<file path="src/rtl/alu_issue_arbiter.sv">
// Two-lane round-robin issue controller in front of a registered-output ALU.
// Tracks in-flight ops and returns each result through a per-lane response FIFO.
module alu_issue_arbiter #(
  parameter int N         = 32,
  parameter int RSP_DEPTH = 4
) (
  input  logic               clock,
  input  logic               reset,
  input  logic [1:0]         req_valid,
  output logic [1:0]         req_ready,
  input  logic [2*N-1:0]     req_in1,
  input  logic [2*N-1:0]     req_in2,
  input  logic [5:0]         req_op,
  input  logic [5:0]         req_sel,
  output logic [1:0]         rsp_valid,
  input  logic [1:0]         rsp_ready,
  output logic [2*(N+1)-1:0] rsp_data,
  output logic [1:0]         rsp_err,
  output logic [N-1:0]       alu_in1,
  output logic [N-1:0]       alu_in2,
  output logic [2:0]         alu_operation,
  output logic [2:0]         alu_opselect,
  output logic               alu_enable,
  input  logic [N:0]         alu_out
);

  localparam int AW = (RSP_DEPTH > 1) ? $clog2(RSP_DEPTH) : 1;
  localparam int CW = AW + 2;
  localparam logic [2:0] SEL_ARITH = 3'b001;
  localparam logic [2:0] SEL_MEMRD = 3'b101;

  logic          rr;
  logic          s1_v, s1_lane, s1_err;
  logic          s2_v, s2_lane, s2_err;
  logic [AW:0]   count  [2];
  logic [AW-1:0] wr_ptr [2];
  logic [AW-1:0] rd_ptr [2];
  logic [N:0]    fifo_data [2][RSP_DEPTH];
  logic          fifo_err  [2][RSP_DEPTH];
  logic [1:0]    push, pop, elig, grant;
  logic [CW-1:0] credit [2];
  logic          g_any, g_lane, g_legal;
  logic [2:0]    g_sel;

  // Handshakes: a transfer happens on a rising clock edge where valid and
  // ready are both high; valid never waits on ready, ready may depend on valid.
  // A lane's credit counts FIFO entries plus ops in S1/S2, minus a pop this
  // cycle, so a full FIFO being popped frees its lane in the same cycle.
  always_comb begin
    rsp_valid = '0;
    rsp_data  = '0;
    rsp_err   = '0;
    pop       = '0;
    push      = '0;
    elig      = '0;
    for (int i = 0; i < 2; i++) begin
      credit[i]    = '0;
      rsp_valid[i] = !reset && (count[i] != '0);
      pop[i]       = rsp_valid[i] && rsp_ready[i];
      push[i]      = s2_v && (s2_lane == 1'(i));
      credit[i]    = CW'(count[i]) + CW'(s1_v && (s1_lane == 1'(i)))
                   + CW'(push[i]) - CW'(pop[i]);
      elig[i]      = !reset && req_valid[i] && (credit[i] < CW'(RSP_DEPTH));
      rsp_data[i*(N+1) +: N+1] = rsp_valid[i] ? fifo_data[i][rd_ptr[i]] : '0;
      rsp_err[i]   = rsp_valid[i] && fifo_err[i][rd_ptr[i]];
    end
    req_ready[0] = elig[0] && (!elig[1] || !rr);
    req_ready[1] = elig[1] && (!elig[0] || rr);
    grant   = req_ready;
    g_any   = |grant;
    g_lane  = grant[1];
    g_sel   = g_lane ? req_sel[5:3] : req_sel[2:0];
    g_legal = (g_sel == SEL_ARITH) || (g_sel == SEL_MEMRD);
  end

  always_ff @(posedge clock) begin
    if (reset) begin
      rr            <= 1'b0;
      s1_v          <= 1'b0;
      s1_lane       <= 1'b0;
      s1_err        <= 1'b0;
      s2_v          <= 1'b0;
      s2_lane       <= 1'b0;
      s2_err        <= 1'b0;
      alu_enable    <= 1'b0;
      alu_in1       <= '0;
      alu_in2       <= '0;
      alu_operation <= '0;
      alu_opselect  <= '0;
      for (int i = 0; i < 2; i++) begin
        count[i]  <= '0;
        wr_ptr[i] <= '0;
        rd_ptr[i] <= '0;
      end
    end else begin
      alu_enable <= g_any && g_legal;
      // Illegal opselects never reach the ALU pins; they keep their last values.
      if (g_any && g_legal) begin
        alu_in1       <= g_lane ? req_in1[2*N-1:N] : req_in1[N-1:0];
        alu_in2       <= g_lane ? req_in2[2*N-1:N] : req_in2[N-1:0];
        alu_operation <= g_lane ? req_op[5:3] : req_op[2:0];
        alu_opselect  <= g_sel;
      end
      s1_v    <= g_any;
      s1_lane <= g_lane;
      s1_err  <= !g_legal;
      s2_v    <= s1_v;
      s2_lane <= s1_lane;
      s2_err  <= s1_err;
      if (&elig) rr <= !g_lane;
      for (int i = 0; i < 2; i++) begin
        if (push[i]) wr_ptr[i] <= wr_ptr[i] + AW'(1);
        if (pop[i])  rd_ptr[i] <= rd_ptr[i] + AW'(1);
        count[i] <= count[i] + (AW+1)'(push[i]) - (AW+1)'(pop[i]);
      end
    end
  end

  // alu_out is only meaningful for legal tags; error slots store zero.
  always_ff @(posedge clock) begin
    for (int i = 0; i < 2; i++) begin
      if (push[i]) begin
        fifo_data[i][wr_ptr[i]] <= s2_err ? '0 : alu_out;
        fifo_err[i][wr_ptr[i]]  <= s2_err;
      end
    end
  end

endmodule

</file>
<file path="config.mk">
export PLATFORM = sky130hd
export DESIGN_NAME = alu_issue_arbiter
export DESIGN_NICKNAME = d
export VERILOG_FILES = /design/src/rtl/alu_issue_arbiter.sv
export SDC_FILE = /design/constraint.sdc
export NUM_CORES = 1
export LEC_CHECK = 0
export BUFFER_PORTS_ARGS = -buffer_cell sky130_fd_sc_hd__buf_4
export CAP_MARGIN = 20
export CORE_MARGIN = 2
export CORE_UTILIZATION = 35
export DETAILED_ROUTE_END_ITERATION = 8
export PLACE_DENSITY = 0.53
export SETUP_SLACK_MARGIN = 0.5
export SLEW_MARGIN = 20
export SYNTH_ARGS = -nofsm -noshare
export SYNTH_HDL_FRONTEND = slang
export SYNTH_SLANG_ARGS = --single-unit
</file>
<file path="constraint.sdc">
create_clock -name clock -period 7.6 [get_ports clock]
set_clock_uncertainty 0.2 [all_clocks]
set_input_delay 0.76 -clock clock [delete_from_list [all_inputs] [get_ports clock]]
set_output_delay 0.76 -clock clock [all_outputs]
set_load 0.01 [all_outputs]
</file>
After elaboration in Yosys (flattened, before gate mapping)
Memory sizes are Yosys's and may differ from the RTL's. Index checks and enable logic that the tools add are counted.

Flip-flop bits (word level): 78. Input bits: 179. Memories: 5. Bits in writable memories: 286. Output and inout port bits: 143. Word-level logic and storage cells: 145.

Reductions and logical operators: 34. Multiplexer cells: 58. Equality and inequality tests: 2. Bitwise gates (word level): 12. Magnitude comparators: 8. Add/sub/neg operators: 14.

Memory list: fifo_data (depth 2, bits a word 132, rd ports 2, clocked after memory_dff 0, write ports 1, line 38) `logic [N:0] fifo_data [2][RSP_DEPTH];`; fifo_err (depth 2, bits a word 4, rd ports 2, clocked after memory_dff 0, write ports 1, line 39) `logic fifo_err [2][RSP_DEPTH];`; count (depth 2, bits a word 3, rd ports 2, clocked after memory_dff 0, write ports 2, line 35) `logic [AW:0] count [2];`; rd_ptr (depth 2, bits a word 2, rd ports 2, clocked after memory_dff 0, write ports 2, line 37) `logic [AW-1:0] rd_ptr [2];`; wr_ptr (depth 2, bits a word 2, rd ports 2, clocked after memory_dff 0, write ports 2, line 36) `logic [AW-1:0] wr_ptr [2];`.

Operator list (number): $mux W132 (4); $mux W33 (9); $bmux W33 S2 (2); $demux W33 S2 (2); $reduce_or A132 Y1 (1); $mux W32 (2); $mux W1 (23); $logic_and A1 B1 Y1 (19); $mux W4 (4); $ge A3 B3 Y1 const B (4); $mux W3 (4); $not A2 Y3 (4); $add A2 B1 Y2 const B (4); $add A3 B1 Y4 (2); $add A4 B1 Y4 (2); $lt A4 B3 Y1 const B (2); $mux W2 (4); $sub A4 B1 Y4 (2); $add A3 B1 Y3 (2); $logic_not A1 Y1 (6); $lt A3 B1 Y1 const B (2); $or A1 B1 Y1 (6); $reduce_bool A3 Y1 (2); $sub A3 B1 Y3 (2); other kinds (9) (14).

Depth between registers and ports, before layout
Gate-level depths: netlist of run 1.

Word-level depth: 14. Gate-level depth with buffers: 15. Gate-level depth less buffers: 13.

Worst setup path before layout of run 1
Ideal clock, no wire load.

Path type: input to output. Start point: input port reset. End point: output port req_ready[1]. Cell stages on the path: 14. Data arrival time: 3353 ps. Setup slack: 3287 ps. Buffers on the path: 4. Data required time: 6640 ps. Path through: buf_2 > a31oi_1 > and2_1 > ha_1 > inv_1 > ha_1 > a21oi_1 > and3_1 > o31ai_1 > or3_1 > buf_2 > clkinv_2 > buf_2 > buf_4.

Cells in the longest elaborated chain, start to end: 9. Elaborated cells between the ends (all ways): 16. Classes of those cells: add/sub: 2; order compare: 2; reduce/logical: 12.

Ends and longest elaborated chain: from (decl) (line 8) `input logic reset,`; $logic_not A1 Y1 * (line 58, 63); $logic_and A1 B1 Y1 (line 58) `rsp_valid[i] = !reset && (count[i] != '0);`; $logic_and A1 B1 Y1 (line 59) `pop[i] = rsp_valid[i] && rsp_ready[i];`; $sub A4 B1 Y4 (line 62) `+ CW'(push[i]) - CW'(pop[i]);`; $lt A4 B3 Y1 (line 63) `elig[i] = !reset && req_valid[i] && (credit[i] < CW'(RSP_DEPTH));`; $logic_and A1 B1 Y1 (line 63); $logic_not A1 Y1 (line 68) `req_ready[1] = elig[1] && (!elig[0] || rr);`; $logic_or A1 B1 Y1 (line 68); $logic_and A1 B1 Y1 * (line 68); to (decl) (line 10) `output logic [1:0] req_ready,`.

Mark *: on every way between the ends. The rest lies on a longest branch, timed or not.

Final worst setup path of run 1
Start point: input port reset. End point: output port req_ready[0].

Cells in the longest elaborated chain, start to end: 9. Elaborated cells between the ends (all ways): 16. Classes of those cells: add/sub: 2; order compare: 2; reduce/logical: 12.

Ends and longest elaborated chain: $logic_not A1 Y1 * (line 58, 63); $logic_and A1 B1 Y1 (line 58); $logic_and A1 B1 Y1 (line 59); $sub A4 B1 Y4 (line 62); $lt A4 B3 Y1 (line 63); $logic_and A1 B1 Y1 (line 63); $logic_not A1 Y1 (line 67) `req_ready[0] = elig[0] && (!elig[1] || !rr);`; $logic_or A1 B1 Y1 (line 67); $logic_and A1 B1 Y1 * (line 67).

Marks and branches as above.

==> results of run 1 <==
metal layers:
metal  up-vias  part of all wire (%)  track usage (%)
li1       4417                     -                -
met1      4895                    41             22.5
met2       356                    50             30.4
met3        52                   7.1             4.71
met4         0                   2.0             5.51
met5         -                     0                0
power by group through the flow:
stage / Clock [mW] / Combinational (mW) / Sequential, mW
finish: 1.89 / 1.29 / 2.43
global route: 2.02 / 1.41 / 2.44
CTS: 1.95 / 1.32 / 2.43
detailed placement: 0 / 1.32 / 2.47
global placement: 0 / 1.30 / 2.47
floorplan: 0 / 0.777 / 2.43
layout by cell type (no fill, tap or decap), types with 5 or more instances in the layout:
cell type	count
edfxtp_1	280
clkbuf_16	41
and2_1	70
a22oi_1	67
a221oi_1	59
buf_4	334
a221oi_2	9
clkbuf_1	15
dfxtp_1	83
clkinv_2	5
nor2_1	15
inv_1	84
nand2_1	72
mux4_2	68
ha_1	18
nor2b_1	42
cells by family after synthesis:
family                     count (synthesis)  share of synthesized area, %
AOI/OAI and AO/OA                        150                          8.29
DFF                                      364                          66.5
adders and majority gates                 20                          1.75
xor gates and xnor gates                   7                         0.404
buffers and inverters                    161                          4.47
and+or+nand+nor                          236                          8.49
muxes                                     68                          10.1
metrics by stage:
step	std cells	worst slack, ps	total power, mW	hold slack, ps
after floorplan	1006	3290	3.21	214
after global placement	1851	1780	3.76	240
after detailed placement	1852	2130	3.78	241
after CTS	1925	2240	5.69	242
after global routing	1928	1920	5.88	259
final	1928	2310	5.61	250
synthesized netlist by cell type (16+ instances only):
cell / count
edfxtp_1: 280
dfxtp_1: 84
inv_1: 84
and2_1: 75
nand2_1: 72
mux4_2: 68
a22oi_1: 67
a221oi_1: 59
nor2b_1: 42
clkbuf_1: 40
ha_1: 18
buf_2: 16
nor2_1: 16
registers in the layout, indices dropped and copies added, names as in the netlist, 3 cells and up:
register,flops
wr_ptr,4
rd_ptr,4
fifo_err,8
alu_opselect,3
alu_in2,32
count,6
alu_in1,32
alu_operation,3
fifo_data,264
worst reg2reg max path, stage by stage (launching register included):
cell      delay, ps
dfxtp_1         370
inv_1           100
a31oi_4         150
buf_4           410
and2_1          270
ha_1            170
inv_1            40
ha_1            290
a21oi_1         250
a21oi_1         150
o31a_1          320
nand2_2          60
buf_4           610
and2_2          710
buf_4           390
a221oi_1        140
worst paths after layout:
path | startpoint | endpoint
worst min-delay path | s1_err$_SDFF_PP0_ | s2_err$_SDFF_PP0_
worst max-delay path | reset | req_ready[0]
worst min register to register | s1_err$_SDFF_PP0_ | s2_err$_SDFF_PP0_
worst max register to register | count[0][4]$_SDFF_PP0_ | alu_in2[30]$_SDFFE_PP0P_
layout make-up:
type,count,share of cell area [%]
flip-flops and latches,364,52.0
clock inverters,14,0.780
inverters,87,1.69
diodes,2,0.0258
clock buffers,59,5.79
multi-input cells,481,22.8
well taps,585,3.77
repair buffers,336,13.2
==> flow_summary.yaml, run 1 <==
placed_design:
  numPortBuffers: 321
  dpl.hpwl_mm: 25.7
  placed_area_mm2: 0.0181
  place_congestion: 0.812
grt:
  grt_max_degree: 71
  track_usage_pct: 17.9
  grt_pass1_vias: 9999
  grt-ovfl-total: 0
  grt_pass1_wl_mm: 60.2
  antenna_found_initial: 2
detailed_routing:
  avgRoutedWirePerCell_um: 21.3
  wl_mm: 41.1
  ant_nets: 0
  first_iter_violations: 513
  first_pass_iters: 5
  vias: 9720
  drc: 0
  via_per_inst: 5.04
logic_synthesis:
  synth_top_area_share_pct: 55.4
  netlist_instances: 1006
  ys.flop_type: "edfxtp_1"
  synth.distinct_cells: 49
  ys_ff_latch: 364
  postSynthAreaPerCell_um2: 15.1
  syn-num-nets: 1205
  synth_area_leaders: "edfxtp_1 (55%), dfxtp_1 (11%), mux4_2 (10%)"
  syn_area_mm2: 0.0152
  yosysWarnings: 0
  synth_edf_count: 280
  synthArstFlopShare_pct: 0
  yosysSeqAreaShare_pct: 66.5
  synth_top_area_cell: "edfxtp_1"
critical_path:
  cp_common_cell: "buf_4"
  end_kind: "primary output"
  worstSetupPathDepth: 14
  r2r_setup_slack_ps: 2830
  critical_path_buf_inv_count: 5
  worstPathRequired_ps: 6640
  crit_type: "in2out"
  rr_worst_depth: 15
  worstPathMaxFanout: 48
  critPathMaxStageDelay_ps: 430
  crit_chain: "buf_4 -> a31oi_4 -> buf_4 -> and2_1 -> ha_1 -> inv_1 -> ha_1 -> a21oi_1 -> a21oi_1 -> o31ai_1 -> or3_2 -> clkinv_2 -> nor2_1 -> buf_4"
  startpoint_type: "input pin"
  crit_slowest_cell: "o31ai_1"
  crit_arrival_ps: 4330
  crit_family: "buffers and inverters"
timing:
  worst_pin_slew_ps: 1090
  fmax_mhz: 189
  drv_slew: 0
  tns_ps: 0
  rsz0062_at_grt: "no"
  hold_violations: 0
  slew_headroom_pct: 27.6
  min_period_over_period_pct: 69.6
  min_period_ps: 5290
  setup_viol: 0
floorplanning:
  die_x_um: 212
  core-area_mm2: 0.0429
  start_util_pct: 35.4
  pin_count: 322
  die-area_mm2: 0.0450
  die_h_um: 212
  rows: 76
clock_tree:
  clk_latency_ps: 560
  cts_tree: "done"
  clk_pin_slew_ps: 60
  cts_max_level: 2
  clockBufferDepth: 3
  post_cts_buffers: 0
  cts_sinks: 364
  cts_resized: 0
  clock_tree.root_cell: "clkbuf_16"
  cts_hold_buffers: 0
  numCtsBuffers: 40
power_and_ir_drop:
  combPwrFrac_pct: 23.1
  swShare_pct: 28.3
  leakagePower_nw: 7.58
  power_density_mw_per_mm2: 289
  power_frac_seq_pct: 43.2
  internal_power_mw: 4.03
  ir_worst_vdd_v: 0.000144
  pwr-share-clk_pct: 33.7
  net-switching-power_mw: 1.59
layout:
  postLayoutCoreUtil_pct: 45.3
  layout-drive-gt1-share_pct: 36.6
  area_delta_synth_final_pct: 28.0
  nets: 1509
  multi_input_area_mm2: 0.00444
  finalInstanceArea_mm2: 0.0194
  ff_latch_area_mm2: 0.0101
  fill_cells: 3857
run:
  cap_violations: 0
worst_hold_path:
  hp-class: "reg2reg"
  hold_depth: 1
outcome:
  run_status: "complete, no violations"
(Power assumes the default switching activity.)
==> run 2, diff against run 1 <==
clock period = 5.2 ns   (was 7.6 ns; I/O delays follow)
==> run 2 against run 1 <==
Clock power increased by 49%; wire length increased by 0.63%; worst setup slack got worse by 1500 ps; highest routed layer unchanged.
==> flow_summary.yaml, run 2 (synthesized netlist as in run 1, its figures left out) <==
clock_tree:
  clk_pin_slew_ps: 50
  cts_tree: "done"
  clockBufferDepth: 3
  cts_sinks: 364
  clk_latency_ps: 560
  cts_max_level: 2
  numCtsBuffers: 41
  clock_tree.root_cell: "clkbuf_16"
power_and_ir_drop:
  swShare_pct: 28.2
  power_frac_seq_pct: 42.5
  internal_power_mw: 5.95
  net-switching-power_mw: 2.34
  pwr-share-clk_pct: 33.9
  ir_worst_vdd_v: 0.000198
  power_density_mw_per_mm2: 417
  combPwrFrac_pct: 23.5
  leakagePower_nw: 7.79
floorplanning:
  die_x_um: 212
  start_util_pct: 35.4
  rows: 76
  core-area_mm2: 0.0429
  die-area_mm2: 0.0450
  die_h_um: 212
  pin_count: 322
layout:
  antenna_cells: 0
  fill_cells: 3889
  layout.cells.most_common_list: "buf_4 (337), edfxtp_1 (280), inv_1 (84), dfxtp_1 (83), nand2_1 (72)"
  postLayoutCoreUtil_pct: 46.4
  layout-drive-gt1-share_pct: 35.6
  area_delta_synth_final_pct: 31.1
  layout_commonest_cell: "buf_4"
  nets: 1557
  largest_reg_flops: 264
  finalNonFillerCells: 1974
grt:
  grt_pass1_wl_mm: 62.0
  grt_max_degree: 75
  antenna_found_initial: 0
  grt_pass1_vias: 10200
  track_usage_pct: 18.4
  grt-ovfl-total: 0
critical_path:
  end_kind: "primary output"
  crit_type: "reg2out"
  startpoint_type: "register"
  crit_arrival_ps: 3650
  worstPathMaxFanout: 42
  worstPathRequired_ps: 4480
timing:
  hold_violations: 0
  setup_viol: 0
  min_period_over_period_pct: 84.0
  tns_ps: 0
  rsz0062_at_grt: "no"
  worst_pin_slew_ps: 1110
  slew_headroom_pct: 26.3
  fmax_mhz: 229
  drv_slew: 0
  min_period_ps: 4370
detailed_routing:
  avgRoutedWirePerCell_um: 20.9
  first_iter_violations: 486
  vias: 9853
  wl_mm: 41.3
  ant_nets: 0
  drc: 0
  first_pass_iters: 6
  via_per_inst: 4.99
run:
  cap_violations: 0
placed_design:
  dp.cells: 1855
  place_congestion: 0.802
  numPortBuffers: 321
  dpl.hpwl_mm: 25.7
worst_hold_path:
  hp-class: "in2reg"
outcome:
  run_status: "complete, no violations"
run 2: changes by cell type in the layout (fill, tap and decap cells not counted), moves of 2 or more:
cell / change
clkbuf_1: -2
dlygate4sd3_1: +44
clkinvlp_4: -2
clkinv_1: +2
diode_2: -2
inv_6: +2
and3_4: +2
buf_4: +3
and3_2: -2
run 2: layer usage:
layer	GRT usage, %	routed length [um]	up-vias	share of wire, %
met5	0	0	-	0
met4	4.52	775	0	1.9
met3	5.27	2880	50	7.0
met2	31.1	20500	314	50
met1	23.3	17200	4978	42
li1	-	-	4511	-
run 2: power groups by stage:
stage / Combinational [mW] / Clock [mW] / Sequential [mW]
after floorplan: 1.14 / 0 / 3.55
after global placement: 1.93 / 0 / 3.59
after detailed placement: 1.94 / 0 / 3.60
after CTS: 1.97 / 2.90 / 3.54
after global routing: 2.14 / 3.01 / 3.55
final: 1.95 / 2.81 / 3.53
run 2: worst paths after layout:
| kind | start | to | slack, ps | cells past startpoint |
|---|---|---|---|---|
| setup reg to reg | count[0][5]$_SDFF_PP0_ | alu_in1[24]$_SDFFE_PP0P_ | 1250 | 14 |
| setup / recovery | count[0][5]$_SDFF_PP0_ | req_ready[0] | 830 | 13 |
| hold reg to reg | s1_err$_SDFF_PP0_ | s2_err$_SDFF_PP0_ | 240 | 1 |
| hold / removal | req_in1[3] | alu_in1[3]$_SDFFE_PP0P_ | 30 | 3 |
run 2: area by class of cell:
type	count	area, um^2	area share, %
Sequential cell	364	10100	50.7
Multi-Input combinational cell	481	4440	22.3
Timing Repair Buffer	383	3000	15.1
Clock buffer	56	1100	5.54
Tap cell	585	732	3.68
Inverter	87	332	1.67
Clock inverter	18	185	0.931
run 2: what timing repair did:
action,CTS,global route
buffers inserted,0,0
gates resized for setup,0,2
endpoints found under the hold margin,44,0
hold buffers,44,0
setup endpoints to repair,0,2
run 2: worst max-delay path, stage by stage, from the launching register on:
cell,delay [ps]
dfxtp_1,360
inv_1,100
a31oi_4,180
and2_1,220
ha_1,170
inv_1,40
ha_1,290
a21oi_1,270
and3_1,260
o31ai_1,110
or3_2,560
inv_6,280
nor2_1,90
buf_4,160
run 2: stage by stage:
step | cell area (um^2) | hold WS, ps | setup WS, ps | power [mW]
2_1_floorplan | 15200 | 214 | 1370 | 4.69
3_3_place_gp | 18100 | 242 | 929 | 5.52
3_5_place_dp | 18100 | 238 | 807 | 5.54
4_1_cts | 19900 | 0.308 | 543 | 8.41
5_1_grt | 19900 | 13.6 | 565 | 8.70
6_report | 19900 | 28.4 | 834 | 8.29
